[config.mk]
export PLATFORM = sky130hd
export DESIGN_NAME = freq_meter
export DESIGN_NICKNAME = d
export VERILOG_FILES = /design/src/rtl/freq_meter.sv
export SDC_FILE = /design/constraint.sdc
export NUM_CORES = 1
export LEC_CHECK = 0
export ABC_AREA = 1
export CAP_MARGIN = 20
export CELL_PAD_IN_SITES_DETAIL_PLACEMENT = 1
export CELL_PAD_IN_SITES_GLOBAL_PLACEMENT = 2
export CORE_MARGIN = 2
export CORE_UTILIZATION = 31
export CTS_CLUSTER_SIZE = 28
export DETAILED_ROUTE_END_ITERATION = 7
export PLACE_DENSITY = 0.73
export RECOVER_POWER = 50
export SYNTH_ARGS = -nofsm -noshare
export SYNTH_HDL_FRONTEND = slang
export SYNTH_SLANG_ARGS = --single-unit
[constraint.sdc]
create_clock -name clk -period 1.55 [get_ports clk]
set_input_delay 0.31 -clock clk [delete_from_list [all_inputs] [get_ports clk]]
set_output_delay 0.31 -clock clk [all_outputs]
set_load 0.1 [all_outputs]
[src/rtl/freq_meter.sv]
// freq_meter: measures a slow asynchronous square wave in the clk domain.
// Rising edges are counted over a fixed gate window (frequency), and the
// clk-cycle spacing between consecutive rising edges is timed (period).
// All results are registered and qualified by one-cycle valid strobes.
module freq_meter #(
  parameter int GATE_CYCLES = 2**19,
  parameter int GATE_WIDTH  = 20,
  parameter int CNT_WIDTH   = 16
) (
  input  logic                 clk,
  input  logic                 rst_n,
  input  logic                 en,
  input  logic                 sig_in,
  output logic [CNT_WIDTH-1:0] freq_count,
  output logic                 freq_ovf,
  output logic                 freq_valid,
  output logic [CNT_WIDTH-1:0] period,
  output logic                 period_valid
);

  localparam logic [GATE_WIDTH-1:0] GATE_LAST = GATE_WIDTH'(GATE_CYCLES - 1);
  localparam logic [CNT_WIDTH-1:0]  CNT_MAX   = '1;

  logic                  s1, s2, s3;
  logic                  rise;

  logic [GATE_WIDTH-1:0] gate_cnt;
  logic                  gate_last;

  logic [CNT_WIDTH-1:0]  edge_cnt;
  logic                  edge_ovf;
  logic [CNT_WIDTH:0]    edge_sum;
  logic [CNT_WIDTH-1:0]  edge_next;
  logic                  edge_over;

  logic [CNT_WIDTH-1:0]  per_cnt;
  logic [CNT_WIDTH:0]    per_inc;
  logic [CNT_WIDTH-1:0]  per_next;
  logic                  armed;

  // Two-flop synchronizer plus history flop; free-running regardless of en.
  always_ff @(posedge clk or negedge rst_n) begin
    if (!rst_n) begin
      s1 <= 1'b0;
      s2 <= 1'b0;
      s3 <= 1'b0;
    end else begin
      s1 <= sig_in;
      s2 <= s1;
      s3 <= s2;
    end
  end

  assign rise      = s2 & ~s3;
  assign gate_last = (gate_cnt == GATE_LAST);

  // Saturating edge-count arithmetic. edge_ovf remembers that a rise arrived
  // while the counter was already pinned at all-ones, so a window whose true
  // count exceeded the range still reports overflow at close.
  always_comb begin
    edge_sum  = {1'b0, edge_cnt} + {{CNT_WIDTH{1'b0}}, rise};
    edge_next = edge_sum[CNT_WIDTH] ? CNT_MAX : edge_sum[CNT_WIDTH-1:0];
    edge_over = edge_ovf | edge_sum[CNT_WIDTH];
  end

  // Gate window: count rises, close the window on the terminal cycle.
  always_ff @(posedge clk or negedge rst_n) begin
    if (!rst_n) begin
      gate_cnt   <= '0;
      edge_cnt   <= '0;
      edge_ovf   <= 1'b0;
      freq_count <= '0;
      freq_ovf   <= 1'b0;
      freq_valid <= 1'b0;
    end else if (!en) begin
      gate_cnt   <= '0;
      edge_cnt   <= '0;
      edge_ovf   <= 1'b0;
      freq_valid <= 1'b0;
    end else if (gate_last) begin
      // A rise on the terminal cycle belongs to the window being closed.
      gate_cnt   <= '0;
      edge_cnt   <= '0;
      edge_ovf   <= 1'b0;
      freq_count <= edge_next;
      freq_ovf   <= edge_over;
      freq_valid <= 1'b1;
    end else begin
      gate_cnt   <= gate_cnt + GATE_WIDTH'(1);
      edge_cnt   <= edge_next;
      edge_ovf   <= edge_over;
      freq_valid <= 1'b0;
    end
  end

  // Saturating period arithmetic: period reports cycles between rises.
  always_comb begin
    per_inc  = {1'b0, per_cnt} + {{CNT_WIDTH{1'b0}}, 1'b1};
    per_next = per_inc[CNT_WIDTH] ? CNT_MAX : per_inc[CNT_WIDTH-1:0];
  end

  // Period timer: restart on every rise; the first rise after reset or
  // enable only arms the timer.
  always_ff @(posedge clk or negedge rst_n) begin
    if (!rst_n) begin
      per_cnt      <= '0;
      armed        <= 1'b0;
      period       <= '0;
      period_valid <= 1'b0;
    end else if (!en) begin
      per_cnt      <= '0;
      armed        <= 1'b0;
      period_valid <= 1'b0;
    end else if (rise) begin
      per_cnt      <= '0;
      armed        <= 1'b1;
      period_valid <= armed;
      if (armed) begin
        period <= per_next;
      end
    end else begin
      per_cnt      <= per_next;
      period_valid <= 1'b0;
    end
  end

endmodule
==> results <==
- The initialized floorplan defines 44 standard-cell rows.
- The final global-route overflow total is 0.
- In this run, synthesis inferred 0 flip-flops with an integrated enable.
- The final net count is 702.
- The setup slack at placement is -0.3273 ns.
- The cell with the largest stage delay on the worst path is sky130_fd_sc_hd__dfrtp_1.
- The buffer levels on the longest clock path is 2.
- The floorplan step defined a die boundary enclosing 15610 sq um.
- Of the cells placed in the final design, the portion with a size suffix greater than 1 is 0.3257.
- The register-to-register setup slack is -0.06 ns.
- The detailed router placed 4073 vias in this run.
- The post-detailed-placement cell area is 5894 sq um.
- The final critical-path setup slack is -0.06235 ns.
- Setup repair after global routing could not meet its margin everywhere.
- The basic-gate share of the synthesized area counting and, or, nand and nor cells is 0.3196.
- The maximum clock rate is 620.2 MHz.
- Of the total synthesized cell area, the portion taken by full adders, half adders and majority gates is 0.008280.
- Of the total power, the share spent switching nets is 0.2918.
- After synthesis, the share of cell area in mux cells is 0.
- Clock-pin slew was measured on the worst setup and hold paths at 0.07 ns.
- The filler cell count in the final layout is 1704.
- In this run the standard cell core region covers 14420 sq um.
- The number of buffers added by the clock tree synthesis step is 9.
- The synthesized area per cell is 7.749 sq um.
- In the final routed layout, each cell accounts on average for 14.72 um.
- The number of antenna diodes in the final layout is 0.
- The first global-routing pass estimated 21780 um of wire.
- Before antenna repair, the detailed router went through 4 iterations.
- STA classifies the critical path endpoint as a register.
- The met3 usage in global routing is 0.02448.
- The global routing stage identified its most utilized layer as met2.
- The average via count per standard cell is 4.607.
- The number of nets in the synthesized netlist is 592.
- From left edge to right edge, the die measures 124.9 um.
- The relative max-transition margin is 0.1380.
- The kind of path behind the tightest hold check is input port to async pin.
- Yosys printed 0 warnings.
- The number of maximum-capacitance constraint violations is 0.
- The internal portion of total power is 3.953 mW.
- The number of nets still failing antenna checks after routing is 0.
- The maximum number of pins on one net before global-route repair is 93.
- The tree is rooted in a sky130_fd_sc_hd__clkbuf_16.
- Across all hold checks on the routed design, the worst slack comes to 0.3290 ns.
- In the layout the commonest cells are 148 x sky130_fd_sc_hd__nand2_1, 92 x sky130_fd_sc_hd__dfrtp_1, 79 x sky130_fd_sc_hd__nor2_1, 69 x sky130_fd_sc_hd__inv_1, 51 x sky130_fd_sc_hd__buf_4.
- At the pin with the least slew margin, the transition time is 1.293 ns.
- The share of power burned in registers is 0.456.
- The detailed router finished its first iteration with 154 violations.
- The floorplan die height is 124.9 um.
- The count of hold-fix buffers inserted at cts is 0.
- Pin placement for this block handled 39 I/O pins.
- After synthesis, the share of flip-flops with an asynchronous set or reset is 1.000.
- The count of unique library cells instantiated by Yosys is 29.
- The insertion delay to the later sink of the worst-skew pair is 0.35 ns.
- The met2 usage in global routing is 0.2825.
- At the end of routability-driven placement, the weighted congestion stood at 0.7988.
- In the synthesized netlist the dominant register cell turns out to be sky130_fd_sc_hd__dfrtp_1.
- The signal on the critical path passes through ha_2, nand3_2, inv_2, nand3_4, nor2_4, nand3_4, buf_12, buf_12, nand2_4, nand2_2.
- STA puts the critical path data arrival time at 1.86 ns.
- The kind of cell adding the most delay to the critical path is simple AND/OR/NAND/NOR gates.
- Synthesis handed over a netlist of 585 instances.
- The final critical-path share of the clock period is 1.040.
- Of all nets on the critical path, the largest fanout is 6.
- The number of antenna violations at the first check in global routing is 0.
- The count of endpoints failing setup in the final report is 30.
- The CTS tree is built.
- The number of buffers and inverters on the critical path is 3.
- VDD sags by at most 465.7 uV.
- The biggest cell delay along the critical path is 0.36 ns.
- The complex-gate fraction of the synthesized area is 0.04195.
- The largest family of logic cells by synthesized area is simple AND/OR/NAND/NOR gates.
- The final max-slew violation count is 0.
- The startpoint of the most critical register-to-register path is gate_cnt[0].
- The part of the total power dissipated in the clock network is 0.390.
- The final reports fail on negative setup slack.
- The mapped netlist covers 4533 sq um.
- The number of hold violations in the final report is 0.
- The synthesized design contains 92 register bits.
- The remaining design rule violation count is 0.
- The total clock sinks is 92.
- For this configuration, the core starts out at a cell density of 0.3143.
- By startpoint and endpoint, the worst setup path is classified as register to register.
- The flow ran to the end, but the final reports show violations.
- Of the total synthesized cell area, the portion taken by XOR and XNOR cells is 0.04251.
- After layout, the minimum clock period comes to 1.612 ns.
- In the global route stage, overall resource usage came out at 0.1726.
- For this design the ratio of total power to cell area is 818.1 nW/um^2.
- The number of buffers inserted by port buffering is 38.
- The leakage power figure is 3.368 nW.
- For the worst flop-to-flop path, the logic depth is 10.
- Of the synthesized area, sequential elements account for 0.5079.
- The overall power of the completed layout is 5.581 mW.
- Of the total power, combinational logic draws 0.154.
- The worst setup path is launched from a register.
- The library cell used most frequently in the layout, excluding fill and tap cells, is sky130_fd_sc_hd__nand2_1.
- The number of global-route vias before repair is 4475.
- The finished cells cover 6822 sq um.
- Wires add up to 13010 um.
- The endpoint identified for the worst register-to-register timing path is freq_count[5].
- Relative to the synthesized area, the layout overhead comes to 50.48%.
- For this design the total switching power over the nets is 1.628 mW.
- The worst-case clock skew is 0.009763 ns.
- The number of H-tree levels is 3.
- Detailed placement finished with a half-perimeter wire length of 8912 um.
- At the worst endpoint, the required time is 1.80 ns.
- The fraction of met1 tracks used by global routing is 0.2317.
worst register-to-register path, stage by stage (launching register included):
cell,delay (ns)
sky130_fd_sc_hd__dfrtp_1,0.36
sky130_fd_sc_hd__ha_2,0.19
sky130_fd_sc_hd__nand3_2,0.10
sky130_fd_sc_hd__inv_2,0.10
sky130_fd_sc_hd__nand3_4,0.08
sky130_fd_sc_hd__nor2_4,0.15
sky130_fd_sc_hd__nand3_4,0.12
sky130_fd_sc_hd__buf_12,0.16
sky130_fd_sc_hd__buf_12,0.15
sky130_fd_sc_hd__nand2_4,0.06
sky130_fd_sc_hd__nand2_2,0.04
power by group through the flow:
stage	clock network (mW)	logic (mW)	registers (mW)
2_1_floorplan	0	0.109	2.93
3_3_place_gp	0	0.843	2.58
3_5_place_dp	0	0.848	2.59
4_1_cts	2.22	0.864	2.54
5_1_grt	2.35	0.907	2.55
6_report	2.18	0.862	2.54
metrics by stage:
step / instances / util / TNS (ns)
6_report: 884 / 0.4729 / -1.002
3_3_place_gp: 852 / 0.4087 / -2.939
2_1_floorplan: 585 / - / 0
5_1_grt: 884 / 0.4729 / -4.888
3_5_place_dp: 852 / 0.4087 / -5.632
4_1_cts: 877 / 0.4511 / -1.876
worst max-delay path by stage:
stage                start        endpoint  slack [ns]  cells after the start
2_1_floorplan           s3     edge_cnt[5]       0.004                     13
3_3_place_gp            s3  freq_count[11]       -0.30                     11
3_5_place_dp            s3  freq_count[11]       -0.33                     11
4_1_cts                 s3    edge_cnt[13]       -0.07                     12
5_1_grt                 s3    edge_cnt[12]       -0.16                     13
6_report       gate_cnt[0]   freq_count[5]       -0.06                     10
cell type report:
cell class / count / area, sq um / area share
Multi-Input combinational cell: 406 / 2311 / 0.3388
Sequential cell: 92 / 2302 / 0.3375
Timing Repair Buffer: 109 / 1389 / 0.2036
Inverter: 77 / 301.5 / 0.04420
Clock buffer: 11 / 252.7 / 0.03705
Tap cell: 184 / 230.2 / 0.03375
Clock inverter: 5 / 35.03 / 0.005136
per-layer routing:
layer	vias up	wire (um)
li1	2008	-
met1	2009	6051
met2	40	6471
met3	16	234
met4	0	256
met5	-	0
cells in the mapped netlist, types with 6 or more instances:
| cell type | number | area, sq um |
|---|---|---|
| sky130_fd_sc_hd__nand2_1 | 190 | 713.2 |
| sky130_fd_sc_hd__nand3_1 | 41 | 205.2 |
| sky130_fd_sc_hd__dfrtp_1 | 92 | 2302 |
| sky130_fd_sc_hd__nor2_1 | 90 | 337.8 |
| sky130_fd_sc_hd__clkbuf_1 | 6 | 22.52 |
| sky130_fd_sc_hd__inv_1 | 75 | 281.5 |
| sky130_fd_sc_hd__xor2_1 | 13 | 113.9 |
| sky130_fd_sc_hd__o21ai_0 | 13 | 65.06 |
| sky130_fd_sc_hd__a31oi_1 | 7 | 43.79 |
| sky130_fd_sc_hd__xnor2_1 | 9 | 78.83 |
| sky130_fd_sc_hd__a21oi_1 | 10 | 50.05 |
| sky130_fd_sc_hd__nand4_1 | 6 | 37.54 |
registers in the layout (all words and copies together), names as in the netlist:
name,flops
period_valid,1
freq_valid,1
period,16
gate_cnt,20
s1,1
freq_ovf,1
edge_cnt,16
per_cnt,16
s3,1
armed,1
edge_ovf,1
freq_count,16
s2,1
cell families after synthesis:
| family | count (synthesis) |
|---|---|
| simple gates | 346 |
| flops | 92 |
| buf+inv | 88 |
| compound gates | 34 |
| xor+xnor | 22 |
| fa+ha+maj | 3 |
what timing repair did:
item,in CTS,in global routing
setup buffers,7,7
pin swaps,13,35
endpoints found under the setup margin,54,68
cloned,2,1
resized for setup,63,81
(Power assumes the default switching activity.)
==> patch 1, RTL diff (same flow settings) <==
Set the parameter `GATE_WIDTH` to 24 (it was 20).
--- a/src/rtl/freq_meter.sv
+++ b/src/rtl/freq_meter.sv
@@ -5,5 +5,5 @@
 module freq_meter #(
   parameter int GATE_CYCLES = 2**19,
-  parameter int GATE_WIDTH  = 20,
+  parameter int GATE_WIDTH  = 24,
   parameter int CNT_WIDTH   = 16
 ) (
Function: no difference found for any inputs over 10 cycles, from zero or initial values and one cycle with rst_n low; that may be too few to reach the edited logic, so the function may still have changed.
==> patch 1 against the original RTL <==
The run still ends with negative setup slack left. Routed wire length increased by 5.0%. Area after synthesis increased by 4.8%. Design area increased by 2.5%. Core utilization decreased by 0.94 points. Die area increased by 4.6%. Global-route usage increased by 0.12 points. Setup slack got worse by 0.051 ns. Sequential cell count increased by 4. Hold slack improved by 0.043 ns. Critical endpoint is now edge_cnt[10]$_DFF_PN0_. Total power increased by 2.6%. Highest routed layer unchanged.
==> patch 1: results (changes against the original RTL) <==
setup_ws_ns: -0.113  # -0.0506 ns
endpoint: "edge_cnt[10]$_DFF_PN0_"
arrival_ns: 1.91  # +0.05 ns
violations: "negative setup slack"
synth_common_cells: "181 x nand2_1, 102 x nor2_1, 96 x dfrtp_1"
vias: 4182  # +2.7%
r2r_cells: 11  # +1
status: "finished with violations"
skew_ns: 0.00551  # -0.00425 ns
pre_cts_ws_ns: -0.184  # +0.144 ns
grt_usage: 0.174  # +0.00119
wirelength_um: 13700  # +5.0%
drive_gt1_frac: 0.302  # -0.0237
globalRouteMet2Util: 0.286  # +0.00371
setup-tns-final_ns: -1.77  # -0.769 ns
syn_nets: 609  # +2.9%
drtIter0Drc: 170  # +10%
swShare: 0.289  # -0.00301
finish.utilization: 0.464  # -0.00942
grtUsageMet3: 0.0405  # +0.0160
dpl.cell_count: 868  # +1.9%
placed_cell_area_um2: 6090  # +3.3%
synth.avg_cell_area_um2: 7.89  # +1.8%
p_comb_frac: 0.157  # +0.003
p_clk_frac: 0.380  # -0.010
grt_pass1_vias: 4495  # +0.45%
firstDrtPassIters: 5  # +1
hold_slack_ns: 0.372  # +0.0429 ns
nets: 714  # +1.7%
wl_met1_um: 6570  # +8.6%
wl_per_cell_um: 15.2  # +3.1%
nFillCells: 1761  # +3.3%
gp_routability_congestion: 0.885  # +11%
largest_reg_flops: 24  # +20%
grt_pass1_wl_um: 22400  # +2.9%
yosysSeqAreaShare: 0.506  # -0.00207
internal_power_mw: 4.07  # +3.0%
grt_max_degree: 97  # +4.3%
setup_viol_count_final: 40  # +33%
[patch 1: changes by cell type after synthesis, moves of 4 or more]
cell	change
nand3_1	-5
dfrtp_1	+4
o21ai_1	+7
nor2b_1	+5
nand2_1	-9
inv_1	-10
o21ai_0	-4
clkbuf_1	-4
nor2_1	+12
[patch 1: timing repair]
| action | CTS | global route |
|---|---|---|
| cloned | 1 | 3 |
| endpoints found under the setup margin | 54 | 80 |
| pin swaps | 17 | 30 |
| setup buffers | 10 | 5 |
| gates resized for setup | 44 | 78 |
[patch 1: cell type report]
cell class,count,share of cell area
Clock buffer,12,0.0367
Clock inverter,4,0.00411
Inverter,69,0.0383
Multi-Input combinational cell,427,0.347
Sequential cell,96,0.343
Tap cell,188,0.0336
Timing Repair Buffer,104,0.197
[patch 1: kinds of logic after synthesis]
logic type	count (synthesis)	share of synthesized area
compound gates	40	0.0461
xor+xnor	25	0.0461
fa+ha+maj	3	0.00790
buf+inv	79	0.0680
flops	96	0.506
simple gates	359	0.326
==> patch 2, RTL diff (config.mk and constraints unchanged) <==
Without the edit above. Put one more register stage on the output `period_valid`, without a reset. The value now appears one clock later. The other outputs are not delayed to match.
--- a/src/rtl/freq_meter.sv
+++ b/src/rtl/freq_meter.sv
@@ -21,4 +21,6 @@
   localparam logic [GATE_WIDTH-1:0] GATE_LAST = GATE_WIDTH'(GATE_CYCLES - 1);
   localparam logic [CNT_WIDTH-1:0]  CNT_MAX   = '1;
+
+  logic period_valid_s0;
 
   logic                  s1, s2, s3;
@@ -107,13 +109,13 @@
       armed        <= 1'b0;
       period       <= '0;
-      period_valid <= 1'b0;
+      period_valid_s0 <= 1'b0;
     end else if (!en) begin
       per_cnt      <= '0;
       armed        <= 1'b0;
-      period_valid <= 1'b0;
+      period_valid_s0 <= 1'b0;
     end else if (rise) begin
       per_cnt      <= '0;
       armed        <= 1'b1;
-      period_valid <= armed;
+      period_valid_s0 <= armed;
       if (armed) begin
         period <= per_next;
@@ -121,7 +123,11 @@
     end else begin
       per_cnt      <= per_next;
-      period_valid <= 1'b0;
+      period_valid_s0 <= 1'b0;
     end
   end
 
+  always_ff @(posedge clk) begin
+    period_valid <= period_valid_s0;
+  end
+
 endmodule
Formal check against the unedited RTL: not equivalent (a bounded check fails within 10 cycles, from zero or initial values and one cycle with rst_n low).
==> patch 2 against the original RTL <==
The run still ends with negative setup slack left. Routed wire length grew 2.8%. Total power increased by 0.92%. Clock skew is 0.0036 ns higher. Hold slack better by 0.022 ns. First-iteration DRC count up 3.9%. Area after synthesis up 0.44%. Setup slack worse by 0.0015 ns. Maximum frequency hardly changed. Sequential cell count up 1. Global-route usage is essentially flat. Design area up 1.0%. Critical path depth unchanged. Non-clock buffer count up 6. Critical path type unchanged. Largest power group unchanged.
==> patch 2: results (changes against the original RTL) <==
wl_met1_um: 6450  # +6.5%
violations: "negative setup slack"
post_cts_buffers: 4  # -3
globalRouteMet2Util: 0.277  # -0.00505
p_leak_nw: 3.36  # -0.36%
dpl.cell_count: 861  # +1.1%
dpl.hpwl_um: 9630  # +8.1%
setup_viol_count_final: 35  # +17%
synth.avg_cell_area_um2: 7.77  # +0.27%
synth-xor-area-share: 0.0423  # -0.000187
worstHoldPathType: "reg -> reg"
syn_nets: 593  # +0.17%
tightest_slew_ns: 0.537  # -0.756 ns
cts_resized: 32  # -49%
grt_pass1_wl_um: 21800  # +0.12%
setup_ws_ns: -0.0638  # -0.00146 ns
pre_cts_ws_ns: -0.192  # +0.135 ns
grt_usage: 0.172  # -0.000462
arrival_ns: 1.84  # -0.02 ns
comb_power_mw: 0.876  # +2%
setup-tns-final_ns: -0.791  # +0.212 ns
status: "finished with violations"
grtUsageMet3: 0.0278  # +0.00333
skew_ns: 0.0133  # +0.00355 ns
yosysSeqAreaShare: 0.510  # +0.00216
drive_gt1_frac: 0.347  # +0.0213
met3_length_um: 285  # +22%
cts_hold_buf: 1  # +1
async_reset_ff_frac: 0.989  # -0.0108
swShare: 0.286  # -0.00573
vias: 4106  # +0.81%
nets: 708  # +0.85%
yosys.area_share.adder: 0.00824  # -0.0000364
-- patch 2: path summary, 6_finish.rpt --
kind                                                start               endpoint  slack [ns]
min in group asynchronous                           rst_n   per_cnt[7]$_DFF_PN0_        0.43
worst min-delay path            period_valid_s0$_DFF_PN0_   period_valid$_DFF_P_        0.35
worst max-delay path                gate_cnt[1]$_DFF_PN0_  edge_cnt[3]$_DFF_PN0_       -0.06
worst max register to register      gate_cnt[1]$_DFF_PN0_  edge_cnt[3]$_DFF_PN0_       -0.06
max in group asynchronous                           rst_n  edge_cnt[9]$_DFF_PN0_        0.24
worst min register to register  period_valid_s0$_DFF_PN0_   period_valid$_DFF_P_        0.35
-- patch 2: area by class of cell --
class	count	area [um^2]
tap	184	230
fill	1674	7530
clock buffer	13	270
clock inverter	3	18.8
inverter	77	299
timing repair buffer	115	1420
sequential	93	2320
multi-input combinational	405	2340
